`src/rtl/fc_weight_loader.sv`:
```
// Weight loader for the binarized FC layer: scatters a compacted serial weight
// stream into the full connection vector and presents it double-buffered.
module fc_weight_loader #(
   parameter int                       ISIZE = 10,
   parameter int                       LSIZE = 10,
   parameter logic [LSIZE*ISIZE-1:0]   VALID = '1,
   parameter int                       WW    = 8
) (
   input  logic                     clk,
   input  logic                     rst,
   input  logic                     start,
   input  logic                     abort,
   input  logic [WW-1:0]            w_data,
   input  logic                     w_valid,
   output logic                     w_ready,
   output logic [LSIZE*ISIZE-1:0]   e_weights,
   output logic                     e_valid,
   input  logic                     e_ack,
   output logic                     busy
);

   localparam int N = LSIZE * ISIZE;

   // Number of enabled connections strictly below position p.
   function automatic int count_below(input int p);
      int n;
      n = 0;
      for (int i = 0; i < p; i++) begin
         if (VALID[i]) n++;
      end
      return n;
   endfunction

   localparam int NV = count_below(N);
   localparam int NW = (NV + WW - 1) / WW;
   localparam int CW = (NW > 0) ? $clog2(NW + 1) : 1;
   localparam logic [CW-1:0] LASTW = CW'((NW > 0) ? NW - 1 : 0);

   typedef enum logic [1:0] {IDLE, LOAD, HOLD} state_t;

   state_t           state;
   logic [N-1:0]     shadow;
   logic [N-1:0]     merged;
   logic [CW-1:0]    word_cnt;

   // Each enabled position owns a fixed (word, bit) slot of the compacted stream,
   // so the scatter is pure wiring selected by word_cnt.
   for (genvar p = 0; p < N; p++) begin : g_pos
      if (VALID[p]) begin : g_on
         localparam int            C    = count_below(p);
         localparam logic [CW-1:0] WIDX = CW'(C / WW);
         localparam int            BIDX = C % WW;
         assign merged[p] = (word_cnt == WIDX) ? w_data[BIDX] : shadow[p];
      end else begin : g_off
         // Never written from the stream, so this bit stays at its cleared zero.
         assign merged[p] = shadow[p];
      end
   end

   always_ff @(posedge clk or negedge rst) begin
      if (!rst) begin
         state     <= IDLE;
         w_ready   <= 1'b0;
         e_valid   <= 1'b0;
         busy      <= 1'b0;
         e_weights <= '0;
         shadow    <= '0;
         word_cnt  <= '0;
      end else begin
         case (state)
            IDLE: begin
               if (start) begin
                  shadow   <= '0;
                  word_cnt <= '0;
                  busy     <= 1'b1;
                  if (NV == 0) begin
                     state     <= HOLD;
                     e_weights <= '0;
                     e_valid   <= 1'b1;
                  end else begin
                     state   <= LOAD;
                     w_ready <= 1'b1;
                  end
               end
            end
            LOAD: begin
               // abort wins over a same-cycle transfer; the presented vector is untouched.
               if (abort) begin
                  state    <= IDLE;
                  w_ready  <= 1'b0;
                  busy     <= 1'b0;
                  shadow   <= '0;
                  word_cnt <= '0;
               end else if (w_valid) begin
                  shadow   <= merged;
                  word_cnt <= word_cnt + 1'b1;
                  if (word_cnt == LASTW) begin
                     state     <= HOLD;
                     w_ready   <= 1'b0;
                     e_weights <= merged;
                     e_valid   <= 1'b1;
                  end
               end
            end
            HOLD: begin
               if (e_ack) begin
                  state   <= IDLE;
                  e_valid <= 1'b0;
                  busy    <= 1'b0;
               end
            end
            default: begin
               state   <= IDLE;
               w_ready <= 1'b0;
               e_valid <= 1'b0;
               busy    <= 1'b0;
            end
         endcase
      end
   end

endmodule

```
`config.mk`:
```
export PLATFORM = sky130hd
export DESIGN_NAME = fc_weight_loader
export DESIGN_NICKNAME = d
export VERILOG_FILES = /design/src/rtl/fc_weight_loader.sv
export SDC_FILE = /design/constraint.sdc
export NUM_CORES = 1
export LEC_CHECK = 0
export CAP_MARGIN = 20
export CORE_ASPECT_RATIO = 0.8
export CORE_UTILIZATION = 40
export DETAILED_ROUTE_END_ITERATION = 6
export REMOVE_ABC_BUFFERS = 1
export SETUP_SLACK_MARGIN = 0.05
export SLEW_MARGIN = 0
export SYNTH_ARGS = -nofsm -noshare
export SYNTH_HDL_FRONTEND = slang
export SYNTH_SLANG_ARGS = --single-unit
```
`constraint.sdc`:
```
create_clock -name clk -period 4.1 [get_ports clk]
set_input_delay 0.615 -clock clk [delete_from_list [all_inputs] [get_ports clk]]
set_output_delay 0.615 -clock clk [all_outputs]
set_load 0.005 [all_outputs]
```
After elaboration in Yosys (flattened, before gate mapping). Cells that the tools add are included.

Flip-flop bits (word level): 209. Latch bits: 0. RAM bits: 0. ROM bits: 0. Bits of input ports: 14. Output and inout port bits: 103. Logic and storage cells: 168. Memories: 0.

Add/sub/neg operators: 1. $mul: 0. Div/mod/pow operators: 0. Order comparisons: 0. Equal/unequal tests: 22. Shifts and indexed selects: 0. Muxes and demuxes: 126. Bitwise logic cells: 3. Reductions and logical operators: 9.

Operators by type and width (count): 100-bit two-way mux (3); 100-bit case mux with 2 select lines (1); 1-bit two-way mux (109); 4-bit equality test, second input constant (5); 4-bit by 3-bit equality test with 1-bit output, second input constant (4); 4-bit two-way mux (3); 2-bit != test, second input constant (6); 4-bit AND reduction (3); 2-bit two-way mux (5); 1-bit case mux with 3 select lines (3); 4-bit by 2-bit equality test with 1-bit output, second input constant (2); 4-bit case mux with 2 select lines (1); 3-bit != test, second input constant (2); 2-bit case mux with 3 select lines (1); 3-bit AND reduction (2); 5-bit AND reduction (1); 4-bit by 1-bit adder with 4-bit output, second input constant (1); 4-bit by 1-bit equality test with 1-bit output, second input constant (1); 4-bit zero test (1); 1-bit NOT (3); 2-bit by 1-bit equality test with 1-bit output, second input constant (1); 2-bit equality test, second input constant (1); 2-bit zero test (1); 2-bit nonzero test (1).

Logic depth before layout (Yosys ltp). Gate-level depths: netlist of run 1.

Depth in word-level cells: 5. Gate-level depth with buffers: 7. Depth with buffers taken out: 5.

Worst setup path before layout of run 1. Ideal clock, no wire load.

Path type: flip-flop to flip-flop. Start point: register word_cnt[0]. End point: register e_weights[97]. Setup time: 125 ps. Data arrival time: 1814 ps. Data required time: 3975 ps. Slack: 2161 ps. Cell stages (with the launch flop): 8. Path buffers: 2. Clock period less this slack: 1939 ps. Path through: dfrtp_1 inv_1 ha_1 nand4_1 or2_4 buf_6 buf_6 mux2_4.

Longest elaborated chain between the ends: 2. Elaborated cells between the ends (all ways): 3. Those cells by class: eq/ne (1); mux (1); reduce/logical (1).

RTL lines: start, declared (line 44) `logic [CW-1:0] word_cnt;`; start signal, assigned (line 96) `word_cnt <= word_cnt + 1'b1;`; 4-bit equality test * (line 53, 97); 4-bit AND reduction (no line) / 1-bit two-way mux (equally long branches); end signal, assigned (line 100) `e_weights <= merged;`; end, declared (line 16) `output logic [LSIZE*ISIZE-1:0] e_weights,`.

Mark *: on every way between the ends. The rest lies on a longest branch, timed or not. A chain may end at the register's enable or synchronous reset.

Worst setup path after layout of run 1.
Start point: register word_cnt[0]. End point: register shadow[87].

Longest elaborated chain between the ends: 5.

RTL lines: 4-bit equality test (line 53) `assign merged[p] = (word_cnt == WIDX) ? w_data[BIDX] : shadow[p];`; 1-bit two-way mux (line 53); 100-bit two-way mux (line 94) `end else if (w_valid) begin`; 100-bit two-way mux (line 88) `if (abort) begin`; 100-bit case mux with 2 select lines (line 70) `case (state)`; end signal, assigned (line 95) `shadow <= merged;`; end, declared (line 42) `logic [N-1:0] shadow;`.

No other way between the ends. The select of a mux whose other input is x is not followed.

==> results of run 1 <==
power by group through the flow:
stage	clock, mW	combinational, mW	sequential (mW)
floorplan	0	0.208	2.10
detailed placement	0	0.418	2.10
CTS	2.00	0.419	2.07
global placement	0	0.416	2.10
global route	2.07	0.451	2.07
finish	1.97	0.418	2.07
synth_stat cells (all sizes together), types with 3 or more instances:
master	number
nand3	8
nand2	10
o22ai	97
buf	37
nand3b	8
a211oi	8
dfrtp	205
nor2	4
clkbuf	41
nor2b	3
or2	8
o211a	4
ha	6
mux2	4
mux2i	97
nor3b	6
inv	100
o21ai	195
metrics by stage:
step | setup WS, ns | utilization (%) | hold WS (ns) | area (sq um) | power, mW
after floorplan | 0.4070 | - | 0.3194 | 8726 | 2.305
after global routing | 1.168 | 49.83 | 0.3161 | 11180 | 4.586
after CTS | 1.410 | 49.83 | 0.2846 | 11180 | 4.481
final | 1.374 | 49.83 | 0.2175 | 11180 | 4.453
after global placement | 1.165 | 46.64 | 0.4752 | 10470 | 2.518
after detailed placement | 1.112 | 46.64 | 0.4712 | 10470 | 2.521
state kept, by name, indices dropped and copies added (netlist names):
register   flops
busy           1
e_valid        1
e_weights    100
shadow        96
state          2
w_ready        1
word_cnt       4
worst reg2reg max path, cell delays in order (launching register included):
cell and delay, ns:
dfrtp_1 0.45, inv_1 0.15, ha_1 0.21, nand3b_1 0.47, a211oi_1 1.05, o22ai_1 0.22
area by class of cell:
cell class / count / area [sq um] / area share [%]
Multi-Input combinational cell: 473 / 3226 / 28.85
Clock inverter: 3 / 21.27 / 0.1902
Timing Repair Buffer: 136 / 1353 / 12.10
Sequential cell: 205 / 5130 / 45.88
Tap cell: 306 / 382.9 / 3.424
Inverter: 100 / 375.4 / 3.357
Clock buffer: 36 / 694.4 / 6.210
kinds of logic after synthesis:
group | after synthesis | synth area share, %
fa+ha+maj | 6 | 0.8223
compound gates | 313 | 19.56
simple gates | 53 | 3.687
flops | 205 | 56.20
mux | 101 | 11.21
buf+inv | 178 | 8.525
layer usage:
metal,routed length [um],vias up
met5,0,-
met2,10550,186
met4,325,0
met1,12910,3428
li1,-,3167
met3,1110,26
final timing paths:
kind | from | to | slack (ns)
min | rst | e_weights[97] | 0.22
min reg2reg | e_valid | e_valid | 0.49
max in group asynchronous | rst | shadow[39] | 2.92
min in group clk | e_valid | e_valid | 0.49
max | word_cnt[0] | shadow[87] | 1.37
max reg2reg | word_cnt[0] | shadow[87] | 1.37
==> metrics, run 1 <==
status=complete, no violations; layout cells sized above 1=7.660%; Via density=5.407; Syn Inst Count=856; io pins=117; Final period util=66.48%; Layout Cells excl Fill=1,259; Slew @ Worst Pin=1.050 ns; vias in the first global route=6,571; initial antenna violation count=0; PortBufs=116; Max Fanout on Critical Path=10; crit-path leading delay family=compound AO/OA/AOI/OAI gates; H-tree depth=1; met3 Usage GRT=2.834%; post-synth top area cell=dfrtp_1; chip height=137.1 um; Post-Syn Area=9129 sq um; dpl cells=1,220; largest net degree at the start of global routing=110; commonest non-fill, non-tap cells in the layout=dfrtp_1 (205), o21ai_0 (189), clkdlybuf4s50_1 (115); total negative setup slack=0 ns; met2 usage=31.41%; Fmax=366.9 MHz; clock sinks=205; NetSw=1.124 mW; total clock buffers created by CTS=23; top post-synthesis cells by area=dfrtp_1 (56%), mux2i_1 (11%), o21ai_0 (10%); Routed Antenna Nets=0; worst r2r path cells=5; Max Root-Sink Buffers=3; Slew headroom=29.61%; clock latency on the worst-skew pair=0.50 ns; die area=23,430 sq um; first-pass GRT wire length=38.62 mm; Remaining DRCs=0; Die Wd=170.9 um; Area growth, synth to finish=22.49%; Mapped Avg Cell Area=10.66 sq um; WL final=24.90 mm; wire length per cell=19.77 um; Worst path depth=5; max-slew violation count=0; Yosys top cell area share=56.20%; first-pass iteration count of the detailed router=5; GRT overflow=0; number of synthesized flops with an enable pin=0; Clock Root Buffer=clkbuf_16; Clk pwr share=44.2%; dpl hpwl=14.59 mm; Core Area=22,440 sq um; flops & latches, synth=205; warnings from Yosys=0; Static Leak=5.035 nW; RSZ-0062 raised after global routing=no; Worst path slowest cell=a211oi_1; PostCTS Resize Cnt=0; Worst EP required=4.42 ns; Initial Utilization=40.68%; most crowded layer after global routing=met1; Yosys cell types=39; First DRT Iteration DRCs=537; Setup CP Type=register to register; Pwr Density=398.2 nW/um^2; crit path cell chain=inv_1 -> ha_1 -> nand3b_1 -> a211oi_1 -> o22ai_1; internal power=3.329 mW; CP max stage delay=1.04 ns; CTS tree=done; Final setup viols=0; total of max-cap violations=0; CP bufs+invs=1; Total GRT Usage=21.51%; clk slew on worst S/H paths=0.06 ns; Synth Flop Type=dfrtp_1; Synth async-reset ratio=100.0%; Via Count=6,807; Setup crit end kind=register; Setup Skew=0.006398 ns; hold_buf cts=0; Worst setup SP type=register; Flop pwr share=46.4%; worst min-delay path class=primary input to asynchronous set/reset pin; sequential share of the synthesized area=56.20%; Logic pwr share=9.4%; Final Critical Period=2.726 ns; nets=959; Post-CTS Setup Inserts=0; gpl congestion=0.7773; met1 Usage GRT=34.04%; # fillers=2,069; crit path DAT=3.05 ns; commonest non-fill, non-tap cell in the layout=dfrtp_1; final hold vios=0; row count=49; Sw Share=25.25%; ant diodes=0; peak supply drop=0.0002362 V
Note: power is estimated with default switching activity, not from simulation.
==> run 2: changes to the inputs <==
==> constraint.sdc (replaced) <==
create_clock -name clk -period 2.75 [get_ports clk]
set_input_delay 0.4125 -clock clk [delete_from_list [all_inputs] [get_ports clk]]
set_output_delay 0.4125 -clock clk [all_outputs]
set_load 0.005 [all_outputs]
==> run 2 against run 1 <==
Worst hold slack better by 0.19 ns. Clock skew up 0.010 ns. Critical path depth unchanged. Fmax up 20%. Register-to-register slack worse by 0.89 ns. Critical path type unchanged.
==> metrics, run 2 (synthesis results as in run 1) <==
total of max-cap violations=0; crit-path leading delay family=simple AND/OR/NAND/NOR gates; status=complete, no violations; total clock buffers created by CTS=23; CP bufs+invs=1; Final Critical Period=2.265 ns; worst min-delay path class=primary input to asynchronous set/reset pin; Max Root-Sink Buffers=3; PortBufs=116; Worst EP required=3.13 ns; Most flops, register=e_weights; first-pass GRT wire length=39.30 mm; Via Count=6,862; CTS tree=done; Setup CP Type=register to register; ant diodes=0; Post-CTS Setup Inserts=0; vias in the first global route=6,690; worst setup path startpoint=word_cnt[0]; overall power=6.833 mW; dpl hpwl=15.84 mm; WL final=25.24 mm; largest net degree at the start of global routing=99; Layout Cells excl Fill=1,293; Slew @ Worst Pin=0.9076 ns; worst r2r path cells=5; Final setup viols=0; chip height=137.1 um; Setup Skew=0.01671 ns; RSZ-0062 raised after global routing=no; die area=23,430 sq um; fin util=51.18%; Pwr Density=595.0 nW/um^2; Max Fanout on Critical Path=66; Slew headroom=39.49%; Fmax=441.4 MHz; Die Wd=170.9 um; Remaining DRCs=0; io pins=117; peak supply drop=0.0003729 V; clk slew on worst S/H paths=0.06 ns; Static Leak=5.213 nW; Core Area=22,440 sq um; Worst setup SP type=register; # fillers=2,034; Initial Utilization=40.68%; Clock Root Buffer=clkbuf_16; Via density=5.307; first-pass iteration count of the detailed router=5; Setup crit end kind=register; gpl congestion=0.7978; PostCTS Resize Cnt=0; clock sinks=205; Final period util=82.37%; r2r endpoint=e_weights[99]; crit path cell chain=inv_1 -> ha_1 -> nand4_1 -> or2_4 -> mux2_2; First DRT Iteration DRCs=608; Worst path slowest cell=or2_4; commonest non-fill, non-tap cells in the layout=dfrtp_1 (205), o21ai_0 (189), clkdlybuf4s50_1 (115); crit path capture=e_weights[99]; H-tree depth=1; wire length per cell=19.52 um; CP max stage delay=0.64 ns; commonest non-fill, non-tap cell in the layout=dfrtp_1; Worst path depth=5; row count=49; layout cells sized above 1=10.74%; max FFs per register=100; Total GRT Usage=21.99%; clock latency on the worst-skew pair=0.50 ns; nets=992; max-slew violation count=0; Area growth, synth to finish=25.81%; Routed Antenna Nets=0; Reg2Reg Setup Slack=0.48 ns; initial antenna violation count=0; final hold vios=0; Largest regs=e_weights: 100 flops, shadow: 96 flops, word_cnt: 4 flops; crit path DAT=2.65 ns; worst reg2reg path startpoint=word_cnt[0]; GRT overflow=0; dpl cells=1,252
[run 2: cell count changes in the layout (fill, tap and decap cells not counted), sizes merged]
cell / delta
bufinv: +2
buf: +32
clkbuf: -1
clkinvlp: -1
inv: -1
clkinv: +2
dlygate4sd3: +1
[run 2: routing by layer]
layer | up-vias | part of all wire, % | GRT usage (%) | wire, um
li1 | 3244 | - | - | -
met1 | 3407 | 52 | 35.75 | 13130
met2 | 181 | 42 | 30.43 | 10540
met3 | 30 | 4.8 | 3.412 | 1213
met4 | 0 | 1.4 | 4.067 | 353
met5 | - | 0 | 0 | 0
[run 2: what timing repair did]
action	CTS	global route
hold buffers	1	0
endpoints found under the hold margin	38	0
endpoints found under the setup margin	0	0
[run 2: worst min path at each step]
stage | startpoint | endpoint | slack (ns) | cells after the start
floorplan | rst | busy | 0.12 | 0
CTS | rst | e_weights[97] | 0.41 | 2
detailed placement | rst | e_weights[97] | 0.37 | 1
finish | rst | e_weights[97] | 0.41 | 2
global route | rst | e_weights[97] | 0.43 | 2
global placement | rst | e_weights[97] | 0.37 | 1
[run 2: report_power, final]
| group | switching [mW] | internal [mW] |
|---|---|---|
| sequential | 0.0253 | 3.05 |
| clock | 1.19 | 1.88 |
| combinational | 0.455 | 0.232 |
| total | 1.67 | 5.16 |
[run 2: through the flow]
| step | area, sq um | hold WS (ns) | setup TNS (ns) | setup WS [ns] |
|---|---|---|---|---|
| finish | 11480 | 0.4083 | 0 | 0.4847 |
| floorplan | 8726 | 0.1169 | -77.77 | -0.9430 |
| detailed placement | 10720 | 0.3696 | 0 | 0.2545 |
| global placement | 10720 | 0.3696 | 0 | 0.3015 |
| global route | 11480 | 0.4298 | 0 | 0.3211 |
| CTS | 11480 | 0.4108 | 0 | 0.4896 |
[run 2: worst register-to-register path, cell delays in order (launching register included)]
cell and delay [ns]:
dfrtp_1 0.47, inv_1 0.12, ha_1 0.28, nand4_1 0.18
or2_4 0.64, mux2_2 0.45
[run 2: final cells by class]
cell class | instances | area [sq um] | share of cell area [%]
clock buffers | 35 | 680.7 | 5.927
inverters | 100 | 375.4 | 3.268
clock inverters | 5 | 75.07 | 0.6537
multi-input cells | 473 | 3226 | 28.09
repair buffers | 169 | 1615 | 14.06
well taps | 306 | 382.9 | 3.334
flip-flops and latches | 205 | 5130 | 44.67
==> run 3: changes to the inputs <==
==> constraint.sdc (replaced) <==
create_clock -name clk -period 2.04 [get_ports clk]
set_input_delay 0.306 -clock clk [delete_from_list [all_inputs] [get_ports clk]]
set_output_delay 0.306 -clock clk [all_outputs]
set_load 0.005 [all_outputs]
==> run 3 against run 2 <==
Sequential share of layout area shrank 1.7 points. Global-route usage is 0.39 points higher. First-iteration DRC count grew 9.2%. Critical path depth is 2 higher. Sequential cell count stayed put. Die area stayed put. Cell count up 3.6%. Critical path type unchanged.
==> metrics, run 3 (synthesis results as in run 1) <==
placed inst area=11,080 sq um; Via Count=7,166; Routed Antenna Nets=0; Layout Cells excl Fill=1,339; CTS tree=done; Sw Share=24.20%; Core Area=22,440 sq um; first-pass iteration count of the detailed router=4; first-pass GRT wire length=40.45 mm; Via density=5.352; clock latency on the worst-skew pair=0.50 ns; Most flops, register=e_weights; Slew @ Worst Pin=0.6028 ns; worst setup path startpoint=word_cnt[1]; layout cells sized above 1=15.59%; max-slew violation count=0; Min Hold Slack=0.4016 ns; Clk pwr share=45.6%; Reg2Reg Setup Slack=0.12 ns; Final setup viols=0; largest net degree at the start of global routing=99; final instance area=11,950 sq um; Flop pwr share=43.7%; Clock Root Buffer=clkbuf_16; Largest regs=e_weights: 100 flops, shadow: 96 flops, word_cnt: 4 flops; Static Leak=5.463 nW; max FFs per register=100; Area growth, synth to finish=30.87%; r2r endpoint=e_weights[26]; Logic pwr share=10.8%; Die Wd=170.9 um; clk slew on worst S/H paths=0.06 ns; Total GRT Usage=22.38%; gpl congestion=0.8279; RSZ-0062 raised after global routing=no; worst reg2reg path startpoint=word_cnt[1]; Worst setup SP type=register; Setup CP Type=register to register; total of max-cap violations=0; dpl cells=1,293; setup ws final=0.1163 ns; final hold vios=0; internal power=7.195 mW; total clock buffers created by CTS=23; post-placement worst setup slack=-0.2612 ns; ant diodes=0; chip height=137.1 um; area of the multi-input gates=3263 sq um; Max Root-Sink Buffers=3; Final period util=94.30%; crit path capture=e_weights[26]; peak supply drop=0.0004450 V; commonest non-fill, non-tap cells in the layout=dfrtp_1 (204), o21ai_0 (185), clkdlybuf4s50_1 (115); wire length per cell=19.47 um; initial antenna violation count=0; Slew headroom=59.82%; crit path DAT=2.32 ns; WL final=26.07 mm; worst min-delay path class=primary input to asynchronous set/reset pin; register area=5131 sq um; io pins=117; fin util=53.24%; Final Critical Period=1.924 ns; NetSw=2.297 mW; worst r2r path cells=7; overall power=9.492 mW; Max Fanout on Critical Path=23; GRT overflow=0; vias in the first global route=7,013; Initial Utilization=40.68%; Setup crit end kind=register; H-tree depth=1; status=complete, no violations; Worst EP required=2.44 ns; total negative setup slack=0 ns; nets=1,038; First DRT Iteration DRCs=664; Fmax=519.8 MHz; Pwr Density=794.5 nW/um^2; Remaining DRCs=0; die area=23,430 sq um; Setup Skew=0.005770 ns; dpl hpwl=17.45 mm; clock sinks=205; row count=49; commonest non-fill, non-tap cell in the layout=dfrtp_1; # fillers=2,028; PortBufs=116
[run 3: worst min path at each step]
stage,start,end,slack [ns]
after floorplan,rst,busy,0.01
after global placement,rst,e_weights[97],0.36
after detailed placement,rst,e_weights[98],0.37
after CTS,rst,e_weights[97],0.42
after global routing,rst,e_weights[97],0.45
final,rst,e_weights[97],0.40
[run 3: cell type report]
cell class,instances,share of cell area (%)
Clock buffer,33,5.718
Multi-Input combinational cell,475,27.31
Inverter,100,3.142
Tap cell,306,3.205
Timing Repair Buffer,213,16.70
Clock inverter,7,0.9635
Sequential cell,205,42.95
[run 3: critical path, stage by stage, from the launching register on]
cell     delay (ns)
dfrtp_1        0.44
inv_2          0.11
ha_2           0.22
nand4_1        0.10
buf_4          0.20
or2_4          0.34
buf_12         0.18
o21ai_0        0.21
[run 3: metal layers]
| layer | share of wire [%] | wire (um) | GRT usage, % | up-vias |
|---|---|---|---|---|
| met2 | 43 | 11140 | 32.93 | 244 |
| li1 | - | - | - | 3326 |
| met3 | 5.8 | 1508 | 3.210 | 32 |
| met1 | 50 | 13000 | 35.05 | 3564 |
| met5 | 0 | 0 | 0 | - |
| met4 | 1.6 | 419 | 3.770 | 0 |
[run 3: power groups by stage]
stage / combinational, mW / clock (mW) / sequential, mW
2_1_floorplan: 0.418 / 0 / 4.22
3_3_place_gp: 0.990 / 0 / 4.22
3_5_place_dp: 0.997 / 0 / 4.22
4_1_cts: 1.01 / 4.37 / 4.14
5_1_grt: 1.10 / 4.53 / 4.15
6_report: 1.02 / 4.32 / 4.15
[run 3: what timing repair did]
action	CTS	global route
pin swaps	0	2
hold endpoints to repair	61	0
hold buffers	1	0
gates resized for setup	3	8
gates cloned	0	2
setup endpoints to repair	22	108
setup buffers	0	3
